File: config.mk
export PLATFORM = sky130hd
export DESIGN_NAME = tcam_search_engine
export DESIGN_NICKNAME = d
export VERILOG_FILES = /design/src/rtl/tcam_search_engine.sv
export SDC_FILE = /design/constraint.sdc
export NUM_CORES = 1
export LEC_CHECK = 0
export ABC_CLOCK_PERIOD_IN_PS = 3000
export CAP_MARGIN = 20
export CORE_ASPECT_RATIO = 0.5
export CORE_MARGIN = 1.5
export CORE_UTILIZATION = 50
export CTS_CLUSTER_DIAMETER = 150
export DETAILED_ROUTE_END_ITERATION = 16
export DONT_BUFFER_PORTS = 1
export PLACE_DENSITY = 0.68
export SLEW_MARGIN = 10
export SYNTH_ARGS = -nofsm -noshare
export SYNTH_HDL_FRONTEND = slang
export SYNTH_SLANG_ARGS = --single-unit
File: constraint.sdc
create_clock -name clk -period 3 [get_ports clk]
set_clock_uncertainty 0.15 [all_clocks]
set_input_delay 0.6 -clock clk [delete_from_list [all_inputs] [get_ports clk]]
set_output_delay 0.6 -clock clk [all_outputs]
set_load 0.005 [all_outputs]
File: src/rtl/tcam_search_engine.sv
// Ternary CAM with stored and per-search don't-care masks, feeding a two-stage
// search pipeline (match vector, then priority encode and popcount) with valid/ready on both ends.
module tcam_search_engine #(
  parameter int WIDTH = 8,
  parameter int DEPTH = 8,
  parameter int AW    = 3
) (
  input  logic             clk,
  input  logic             rst,
  input  logic             wr_en,
  input  logic             wr_inval,
  input  logic [AW-1:0]    wr_addr,
  input  logic [WIDTH-1:0] wr_data,
  input  logic [WIDTH-1:0] wr_mask,
  input  logic             srch_valid,
  output logic             srch_ready,
  input  logic [WIDTH-1:0] srch_key,
  input  logic [WIDTH-1:0] srch_mask,
  output logic             rslt_valid,
  input  logic             rslt_ready,
  output logic             rslt_hit,
  output logic [AW-1:0]    rslt_addr,
  output logic [DEPTH-1:0] rslt_match_vec,
  output logic [AW:0]      rslt_count
);

  logic [WIDTH-1:0] row_data [DEPTH];
  logic [WIDTH-1:0] row_mask [DEPTH];
  logic [DEPTH-1:0] row_valid;

  logic             s1_valid;
  logic [DEPTH-1:0] s1_vec;
  logic [DEPTH-1:0] match_vec;
  logic [AW-1:0]    enc_addr;
  logic [AW:0]      enc_count;
  logic             accept;
  logic             out_load;

  assign out_load   = !rslt_valid || rslt_ready;
  assign srch_ready = !s1_valid || !rslt_valid || rslt_ready;
  assign accept     = srch_valid && srch_ready;

  // Addresses at or beyond DEPTH never compare equal to a row index, so they are dropped.
  always_ff @(posedge clk) begin
    for (int r = 0; r < DEPTH; r++) begin
      if (wr_en && !wr_inval && wr_addr == AW'(r)) begin
        row_data[r] <= wr_data;
        row_mask[r] <= wr_mask;
      end
    end
  end

  always_ff @(posedge clk) begin
    if (rst) begin
      row_valid <= '0;
    end else begin
      for (int r = 0; r < DEPTH; r++) begin
        if (wr_en && wr_addr == AW'(r)) begin
          row_valid[r] <= !wr_inval;
        end
      end
    end
  end

  always_comb begin
    match_vec = '0;
    for (int r = 0; r < DEPTH; r++) begin
      match_vec[r] = row_valid[r] && (&(srch_mask | row_mask[r] | ~(srch_key ^ row_data[r])));
    end
  end

  // Scanning downward leaves the lowest set index in enc_addr.
  always_comb begin
    enc_addr  = '0;
    enc_count = '0;
    for (int r = DEPTH - 1; r >= 0; r--) begin
      if (s1_vec[r]) begin
        enc_addr = AW'(r);
      end
    end
    for (int r = 0; r < DEPTH; r++) begin
      enc_count = enc_count + (AW + 1)'(s1_vec[r]);
    end
  end

  always_ff @(posedge clk) begin
    if (accept) begin
      s1_vec <= match_vec;
    end
  end

  always_ff @(posedge clk) begin
    if (rst) begin
      s1_valid       <= 1'b0;
      rslt_valid     <= 1'b0;
      rslt_hit       <= 1'b0;
      rslt_addr      <= '0;
      rslt_match_vec <= '0;
      rslt_count     <= '0;
    end else begin
      if (out_load) begin
        rslt_valid <= s1_valid;
        if (s1_valid) begin
          rslt_hit       <= |s1_vec;
          rslt_addr      <= enc_addr;
          rslt_match_vec <= s1_vec;
          rslt_count     <= enc_count;
        end
      end
      if (accept) begin
        s1_valid <= 1'b1;
      end else if (out_load) begin
        s1_valid <= 1'b0;
      end
    end
  end

endmodule

Word level (Yosys, flattened, before mapping)
Memories as Yosys holds them, arrays and structs flattened.
Index checks and enable logic that the tools add are counted.
{"block": "op_classes", "n_eq_ne": 7, "n_bitwise": 32, "n_mux": 68, "addsub": 7, "n_reduce_logical": 58}
{"op": "bitwise OR 8 bit", "count": 16}
{"op": "OR reduction 8 bit", "count": 15}
{"op": "two-way mux 8 bit", "count": 14}
{"op": "two-way mux 3 bit", "count": 22}
{"op": "NOT 8 bit", "count": 8}
{"op": "AND reduction 8 bit", "count": 8}
{"op": "bitwise XOR 8 bit", "count": 8}
{"op": "two-way mux 1 bit", "count": 32}
{"op": "logical AND 1 bit", "count": 26}
{"op": "adder 4 x 1 -> 4 bit", "count": 4}
{"op": "== test 3 bit, second input constant", "count": 4}
{"op": "== test 3 x 2 -> 1 bit, second input constant", "count": 2}
{"op": "adder 3 x 1 -> 4 bit", "count": 1}
{"op": "adder 2 x 1 -> 3 bit", "count": 1}
{"op": "== test 3 x 1 -> 1 bit, second input constant", "count": 1}
{"op": "zero test 1 bit", "count": 3}
{"op": "zero test 3 bit", "count": 1}
{"op": "logical OR 1 bit", "count": 3}
{"op": "adder 1 x 1 -> 2 bit", "count": 1}
{"op": "AND reduction 2 bit", "count": 1}
{"op": "nonzero test 2 bit", "count": 1}
{"block": "totals", "in_bits": 41, "register_bits": 34, "memories": 2, "word_cells": 189, "out_inout_bits": 18, "ram_bits": 128}
{"name": "row_data", "depth": 8, "width": 8, "rd": 8, "rd_clocked_by_memory_dff": 0, "wr": 1, "line": "27", "text": "logic [WIDTH-1:0] row_data [DEPTH];"}
{"name": "row_mask", "depth": 8, "width": 8, "rd": 8, "rd_clocked_by_memory_dff": 0, "wr": 1, "line": "28", "text": "logic [WIDTH-1:0] row_mask [DEPTH];"}

Logic depth before layout (Yosys ltp)
Gate-level depths: netlist of the first run.
{"block": "logic_depth", "depth_word": 13, "ltp_mapped": 11, "mapped_depth_nobuf": 11}

Least setup slack after synthesis of the first run
OpenSTA, ideal clock, no wires.
{"block": "synth_path", "kind": "reg2reg", "start": "reg s1_vec[0]", "end": "reg rslt_count[2]", "setup_slack_ns": -0.109, "required_ns": 2.780, "stages_incl_launch_ff": 12, "setup_ns": 0.070, "arrival_ns": 2.889, "path_buffers": 0, "period_less_slack_ns": 3.109, "path_cell_list": "edfxtp_1 -> fa_1 -> inv_1 -> fa_1 -> fa_1 -> inv_1 -> ha_1 -> inv_1 -> fa_1 -> xnor2_1 -> nand2_1 -> a21oi_1"}
{"block": "synth_via", "elab_chain_cells": 7}
{"element": "from (decl)", "line": "32", "text": "logic [DEPTH-1:0] s1_vec;"}
{"element": "from (signal assigned)", "line": "88", "text": "s1_vec <= match_vec;"}
{"element": "adder 1 x 1 -> 2 bit", "line": "82", "text": "enc_count = enc_count + (AW + 1)'(s1_vec[r]);"}
{"element": "adder 2 x 1 -> 3 bit", "line": "82"}
{"element": "adder 3 x 1 -> 4 bit", "line": "82"}
{"element": "adder 4 x 1 -> 4 bit (4 in series)", "line": "82"}
{"element": "to (signal assigned)", "line": "107", "text": "rslt_count <= enc_count;"}
{"element": "to (decl)", "line": "24", "text": "output logic [AW:0] rslt_count"}
Every way passes these cells.
A chain may end at the register's enable or synchronous reset.

Final worst setup path of the first run
{"block": "layout_path", "start": "reg s1_vec[3]", "end": "reg rslt_count[2]"}
{"block": "layout_via", "elab_chain_cells": 5}
{"element": "adder 3 x 1 -> 4 bit", "line": "82"}
{"element": "adder 4 x 1 -> 4 bit (4 in series)", "line": "82"}
Every way passes these cells.

==> flow_summary.yaml, run 1 <==
status:
  run_status: "finished with violations"
  failed_checks: "design-rule violations, negative setup slack"
die:
  initial_core_util_pct: 51.8
  floorplan.core_area_um2: 12800
  rows: 29
  floorplan.die.height_um: 84.6
  die-area_um2: 14100
  boundary_pins: 59
  die_w_um: 166
detailed_routing:
  route.detailed.wl_per_inst_um: 19.5
  route.detailed.drc: 12
  first_pass_iters: 10
  drtAntennaViolNets: 0
  avgViaCountPerCell: 5.48
  routed_wire_length_um: 12800
  vias: 3590
  initialDrtViolationCount: 328
yosys:
  syn_area_um2: 6660
  dominantRegCellSynth: "sky130_fd_sc_hd__edfxtp_1"
  post-synth-top-area-cell: "sky130_fd_sc_hd__edfxtp_1"
  synth_sequential_area_ratio_pct: 69.1
  cell_types_occupying_the_most_area_after_synthesis: "sky130_fd_sc_hd__edfxtp_1, sky130_fd_sc_hd__xnor2_1, sky130_fd_sc_hd__dfxtp_1"
  synth_fp_nets: 517
  async_reset_ff_share_pct: 0
  synth_area_per_cell_um2: 14.2
  synth_seq_cells: 162
  synth_edf_count: 136
  netlist-cell-type-count: 38
  synth_top_area_share_pct: 61.3
  synth-warning-count: 0
  post_synth_inst_count: 468
timing:
  setup-violations-final: 2
  final_critical_path_setup_slack_ps: -72.8
  grt_setup_unrepaired: "yes"
  worst_pin_slew_ps: 796
  post-route-period-util_pct: 102
  finalHoldViolations: 0
  finalWorstPathRequiredPeriod_ps: 3070
  timing_max_transition_violations_final: 0
  maxClockFrequency_ghz: 0.325
  worst_case_headroom_to_the_max_slew_limit_pct: 46.8
grt:
  first_pass_grt_wire_length_um: 19400
  grt_max_degree: 28
  grt_use_met1_pct: 26.5
  grt_antenna_before_repair: 0
  gr-usage-met2_pct: 28.3
  vias_in_the_first_global_route: 3537
  globalRoute.busiestLayer: "met2"
  gr-usage-all-layers_pct: 19.0
  overflow: 0
  global_route.usage.met3_pct: 6.13
clock_network:
  cts.root.buffer_cell: "sky130_fd_sc_hd__clkbuf_16"
  clock_insertion_delay_worst_skew_ps: 420
  cts.clk_slew.worst_paths_ps: 70
  ctsHtreeMaxLevel: 4
  clock_path_buffers: 2
  cts_tree: "done"
  cts_inserted_buffers: 17
  clkSinkCount: 162
power:
  vdd_ir_drop_max_mv: 0.320
  report.power.total_w: 0.00486
  static-leakage-power_nw: 2.35
  pwr_density_cell_nw_per_um2: 667
worst_setup_path:
  r2r_setup_slack_ps: -70
  cp_max_fo: 2
  worst_r2r_path_depth: 11
  arrival_time_at_the_worst_endpoint_ps: 3280
  critical_path.reg2reg.startpoint: "s1_vec[3]"
  worstSetupStartpointType: "flop"
  critPathRequiredTime_ps: 3210
  critPathCaptureType: "flop"
  rr_endpoint: "rslt_count[2]"
  timing.setup.critical_path_class: "reg2reg"
final_layout:
  seq_area_um2: 4600
  synthToLayoutAreaGrowth_pct: 9.43
  design.final.nets: 521
  insertedDiodeCount: 0
  finish.cell_count_without_fillers: 655
  drive_gt1_share_pct: 10.9
  multi_input_comb_area_um2: 1760
  num-fill-cells: 1018
  final_cell_area_um2: 7290
place:
  port_buffers: 0
  dp.final_hpwl_um: 8440
  postPlaceCellArea_um2: 6680
  routability_cong: 0.812
  dp_cells: 621
worst_hold_path:
  hold-path-endpoint: "rslt_count[1]"
  timing.hold.worst.class: "in2reg"
  hold_path_depth: 1
  hold_path.startpoint: "rst"
run:
  drv.max_cap_violation_count: 0
==> worst max path at each step <==
stage | to | cells after the start | start
3_5_place_dp | rslt_count[2] | 11 | s1_vec[3]
5_1_grt | rslt_count[2] | 11 | s1_vec[3]
2_1_floorplan | rslt_count[1] | 9 | s1_vec[3]
4_1_cts | rslt_count[2] | 11 | s1_vec[3]
3_3_place_gp | rslt_count[2] | 11 | s1_vec[3]
6_report | rslt_count[2] | 11 | s1_vec[3]
==> cells by family after synthesis <==
family / count (synthesis) / share of synthesized area (%)
buffers and inverters: 40 / 4.92
adder cells (fa/ha/maj): 8 / 1.95
AO/OA/AOI/OAI: 37 / 3.31
AND/OR/NAND/NOR: 156 / 12.1
XOR/XNOR: 65 / 8.55
flip-flops: 162 / 69.1
==> sequential cells by signal (all words and copies together), names as in the netlist <==
name / flops
row_data: 64
row_mask: 64
row_valid: 8
rslt_match_vec: 8
s1_vec: 8
rslt_count: 4
rslt_addr: 3
rslt_hit: 1
rslt_valid: 1
s1_valid: 1
==> routing by layer <==
metal / vias to the layer above / routed length [um]
li1: 1704 / -
met1: 1778 / 6100
met2: 97 / 5750
met3: 11 / 796
met4: 0 / 107
met5: - / 0
==> repair_timing <==
action	4_1_cts	5_1_grt
setup buffers	1	1
hold buffers	0	0
endpoints found under the setup margin	2	2
pin swaps	3	4
gates resized for setup	1	2
==> area by class of cell <==
class | count | share of cell area (%)
multi-input combinational | 266 | 24.2
clock buffer | 18 | 5.89
tap | 170 | 2.92
sequential | 162 | 63.2
clock inverter | 14 | 1.99
inverter | 15 | 0.773
timing repair buffer | 10 | 1.03
==> critical path, stage by stage, from the launching register on <==
cell and delay [ps]:
sky130_fd_sc_hd__edfxtp_1 420, sky130_fd_sc_hd__fa_1 540, sky130_fd_sc_hd__inv_1 50, sky130_fd_sc_hd__fa_1 490, sky130_fd_sc_hd__fa_1 420, sky130_fd_sc_hd__inv_2 80, sky130_fd_sc_hd__ha_4 130, sky130_fd_sc_hd__inv_2 30
sky130_fd_sc_hd__fa_2 350, sky130_fd_sc_hd__xnor2_2 140, sky130_fd_sc_hd__nand2_1 60, sky130_fd_sc_hd__a21oi_1 150
==> Yosys cell counts (6+ instances only) <==
library cell               count
sky130_fd_sc_hd__and4b_1       8
sky130_fd_sc_hd__inv_1        15
sky130_fd_sc_hd__nand2_1      33
sky130_fd_sc_hd__edfxtp_1    136
sky130_fd_sc_hd__buf_4         6
sky130_fd_sc_hd__xnor2_1      65
sky130_fd_sc_hd__a21oi_1      21
sky130_fd_sc_hd__nor3_1       73
sky130_fd_sc_hd__nor2_1       16
sky130_fd_sc_hd__nor4_1       10
sky130_fd_sc_hd__dfxtp_1      26
==> where the power goes <==
group | internal, W | switching [W]
sequential | 0.00249 | 0.0000271
clock | 0.00117 | 0.000941
combinational | 0.000111 | 0.000116
==> stage by stage <==
stage | TNS [ps] | setup slack (ps) | utilization [%] | hold slack [ps]
finish | -95.9 | -72.8 | 56.7 | 88.2
global route | -304 | -185 | 56.7 | 68.4
CTS | -210 | -109 | 56.6 | 68.3
detailed placement | -257 | -164 | 52.0 | 310
global placement | -177 | -96.9 | 52.0 | 306
floorplan | -94.4 | -49.6 | - | 298
==> layout by cell type (no fill, tap or decap), types with 3 or more instances in the layout <==
| master | count |
|---|---|
| sky130_fd_sc_hd__buf_4 | 10 |
| sky130_fd_sc_hd__nor3_1 | 73 |
| sky130_fd_sc_hd__nor4_1 | 10 |
| sky130_fd_sc_hd__nand2_1 | 33 |
| sky130_fd_sc_hd__and2_1 | 3 |
| sky130_fd_sc_hd__o21ai_0 | 4 |
| sky130_fd_sc_hd__fa_1 | 3 |
| sky130_fd_sc_hd__nor2_2 | 4 |
| sky130_fd_sc_hd__edfxtp_1 | 136 |
| sky130_fd_sc_hd__a21oi_1 | 21 |
| sky130_fd_sc_hd__ha_1 | 3 |
| sky130_fd_sc_hd__inv_1 | 13 |
| sky130_fd_sc_hd__xnor2_1 | 64 |
| sky130_fd_sc_hd__inv_8 | 3 |
| sky130_fd_sc_hd__nand3_1 | 4 |
| sky130_fd_sc_hd__a311oi_1 | 4 |
| sky130_fd_sc_hd__and4b_1 | 8 |
| sky130_fd_sc_hd__clkbuf_16 | 17 |
| sky130_fd_sc_hd__dfxtp_1 | 26 |
| sky130_fd_sc_hd__nor2_1 | 12 |
| sky130_fd_sc_hd__inv_6 | 6 |
(Power assumes the default switching activity.)
==> run 2, diff against run 1 <==
- ABC_CLOCK_PERIOD_IN_PS: 3000 -> 3590
- PLACE_DENSITY: 0.68 -> default
- SLEW_MARGIN: 10 -> 5
- clock period: 3 -> 3.59 ns (I/O delays scaled with it)
==> run 2 against run 1 <==
The run ends with design-rule violations left. Sequential cell count did not move. Non-clock buffer count fell by 7. Sequential power fell by 16%. Sequential share of layout area rose by 0.58 points. Register-to-register slack improved by 410 ps. Hold slack improved by 110 ps. Global-route usage rose by 0.72 points. Clock-buffer cell count fell by 1. Routed wire length rose by 1.1%.
==> flow_summary.yaml, run 2 (synthesized netlist as in run 1, its figures left out) <==
status:
  run_status: "finished with violations"
  failed_checks: "design-rule violations"
timing:
  worst_case_headroom_to_the_max_slew_limit_pct: 37.0
  timing_max_transition_violations_final: 0
  grt_setup_unrepaired: "no"
  worst_pin_slew_ps: 946
  tns_ps: 0
  maxClockFrequency_ghz: 0.308
  finalWorstPathRequiredPeriod_ps: 3250
  post-route-period-util_pct: 90.6
  setup-violations-final: 0
  finalHoldViolations: 0
detailed_routing:
  avgViaCountPerCell: 5.35
  initialDrtViolationCount: 285
  first_pass_iters: 11
  route.detailed.drc: 14
  routed_wire_length_um: 12900
  vias: 3469
  route.detailed.wl_per_inst_um: 19.9
  drtAntennaViolNets: 0
final_layout:
  final_cell_area_um2: 7220
  insertedDiodeCount: 0
  layout_top_registers: "row_data: 64 flops, row_mask: 64 flops"
  multi_input_comb_area_um2: 1740
  synthToLayoutAreaGrowth_pct: 8.44
  most-common-layout-cells: "sky130_fd_sc_hd__edfxtp_1, sky130_fd_sc_hd__nor3_1, sky130_fd_sc_hd__xnor2_1"
  design.final.nets: 514
  num-fill-cells: 1053
  drive_gt1_share_pct: 8.58
  final_common_cell: "sky130_fd_sc_hd__edfxtp_1"
  seq_area_um2: 4600
  utilization_pct: 56.2
grt:
  first_pass_grt_wire_length_um: 19900
  vias_in_the_first_global_route: 3452
  grt_antenna_before_repair: 1
  gr-usage-all-layers_pct: 19.7
  overflow: 0
  grt_max_degree: 28
worst_setup_path:
  slowest_stage_delay_cp_ps: 560
  critPathRequiredTime_ps: 3800
  timing.setup.critical_path_class: "reg2reg"
  rr_endpoint: "rslt_count[2]"
  critPathCaptureType: "flop"
  cpMaxStageDelayCell: "sky130_fd_sc_hd__fa_1"
  critical_path.reg2reg.startpoint: "s1_vec[0]"
  worst_path_most_repeated_cell: "sky130_fd_sc_hd__fa_1"
  cp-startpoint: "s1_vec[0]"
  worst_r2r_path_depth: 11
  crit_chain: "fa_1 -> inv_1 -> fa_1 -> fa_1 -> inv_1 -> ha_1 -> inv_1 -> fa_1 -> xnor2_1 -> nand2_1 -> a21oi_1"
  r2r_setup_slack_ps: 340
  path_delay_family: "adder cells"
  arrival_time_at_the_worst_endpoint_ps: 3460
  critPathBufInv: 3
  worstSetupStartpointType: "flop"
  cp_max_fo: 5
clock_network:
  clock_insertion_delay_worst_skew_ps: 430
  ctsResizeCount: 0
  ctsHtreeMaxLevel: 4
  cts.clk_slew.worst_paths_ps: 70
  post_cts_buffers: 0
  cts_tree: "done"
  cts_inserted_buffers: 17
  cts.hold.buffers_added: 0
  cts.root.buffer_cell: "sky130_fd_sc_hd__clkbuf_16"
  clkSinkCount: 162
  clock_path_buffers: 2
die:
  die-area_um2: 14100
  die_w_um: 166
  rows: 29
  floorplan.die.height_um: 84.6
  boundary_pins: 59
  floorplan.core_area_um2: 12800
  initial_core_util_pct: 51.8
place:
  dp.final_hpwl_um: 8720
  routability_cong: 0.823
  port_buffers: 0
  postPlaceCellArea_um2: 6630
power:
  vdd_ir_drop_max_mv: 0.280
  report.power.total_w: 0.00408
  pwr_density_cell_nw_per_um2: 565
  static-leakage-power_nw: 2.31
worst_hold_path:
  hold_path.startpoint: "rst"
  hold_path_depth: 1
  hold-path-endpoint: "rslt_match_vec[4]"
  timing.hold.worst.class: "in2reg"
run:
  drv.max_cap_violation_count: 0
run 2: changes by cell type in the layout (fill, tap and decap cells not counted), sizes merged:
cell    before  now
buf         10    3
clkbuf      18   17
inv         24   25
run 2: how the worst max path moves through the flow:
| stage | depth (start not counted) | slack, ps | endpoint |
|---|---|---|---|
| after floorplan | 11 | 480 | rslt_count[2] |
| after global placement | 11 | 370 | rslt_count[2] |
| after detailed placement | 11 | 340 | rslt_count[2] |
| after CTS | 11 | 330 | rslt_count[2] |
| after global routing | 11 | 100 | rslt_count[2] |
| final | 11 | 340 | rslt_count[2] |
run 2: per-layer routing:
layer  wire (um)  share of wire (%)  global-route usage (%)
met1        6080                 47                    28.5
met2        5640                 44                    28.2
met3        1060                8.2                    5.66
met4         131                1.0                    7.92
met5           0                  0                       0
run 2: where the power goes:
group | internal, W | leakage [nW] | switching, W | total [W]
Clock | 0.000991 | 0.285 | 0.000815 | 0.00181
Combinational | 0.0000801 | 0.575 | 0.0000885 | 0.000169
Sequential | 0.00208 | 1.45 | 0.0000231 | 0.00211
Total | 0.00315 | 2.31 | 0.000926 | 0.00408
run 2: through the flow:
stage | setup WS, ps | hold WS [ps] | instances
final | 338 | 199 | 648
after global routing | 102 | 186 | 648
after CTS | 331 | 184 | 648
after detailed placement | 338 | 308 | 616
after global placement | 372 | 303 | 616
after floorplan | 481 | 298 | 468
run 2: area by class of cell:
cell class / count / share of cell area (%)
repair buffers: 3 / 0.312
clock inverters: 15 / 2.25
well taps: 170 / 2.95
flip-flops and latches: 162 / 63.8
clock buffers: 17 / 5.89
multi-input cells: 266 / 24.1
inverters: 15 / 0.780
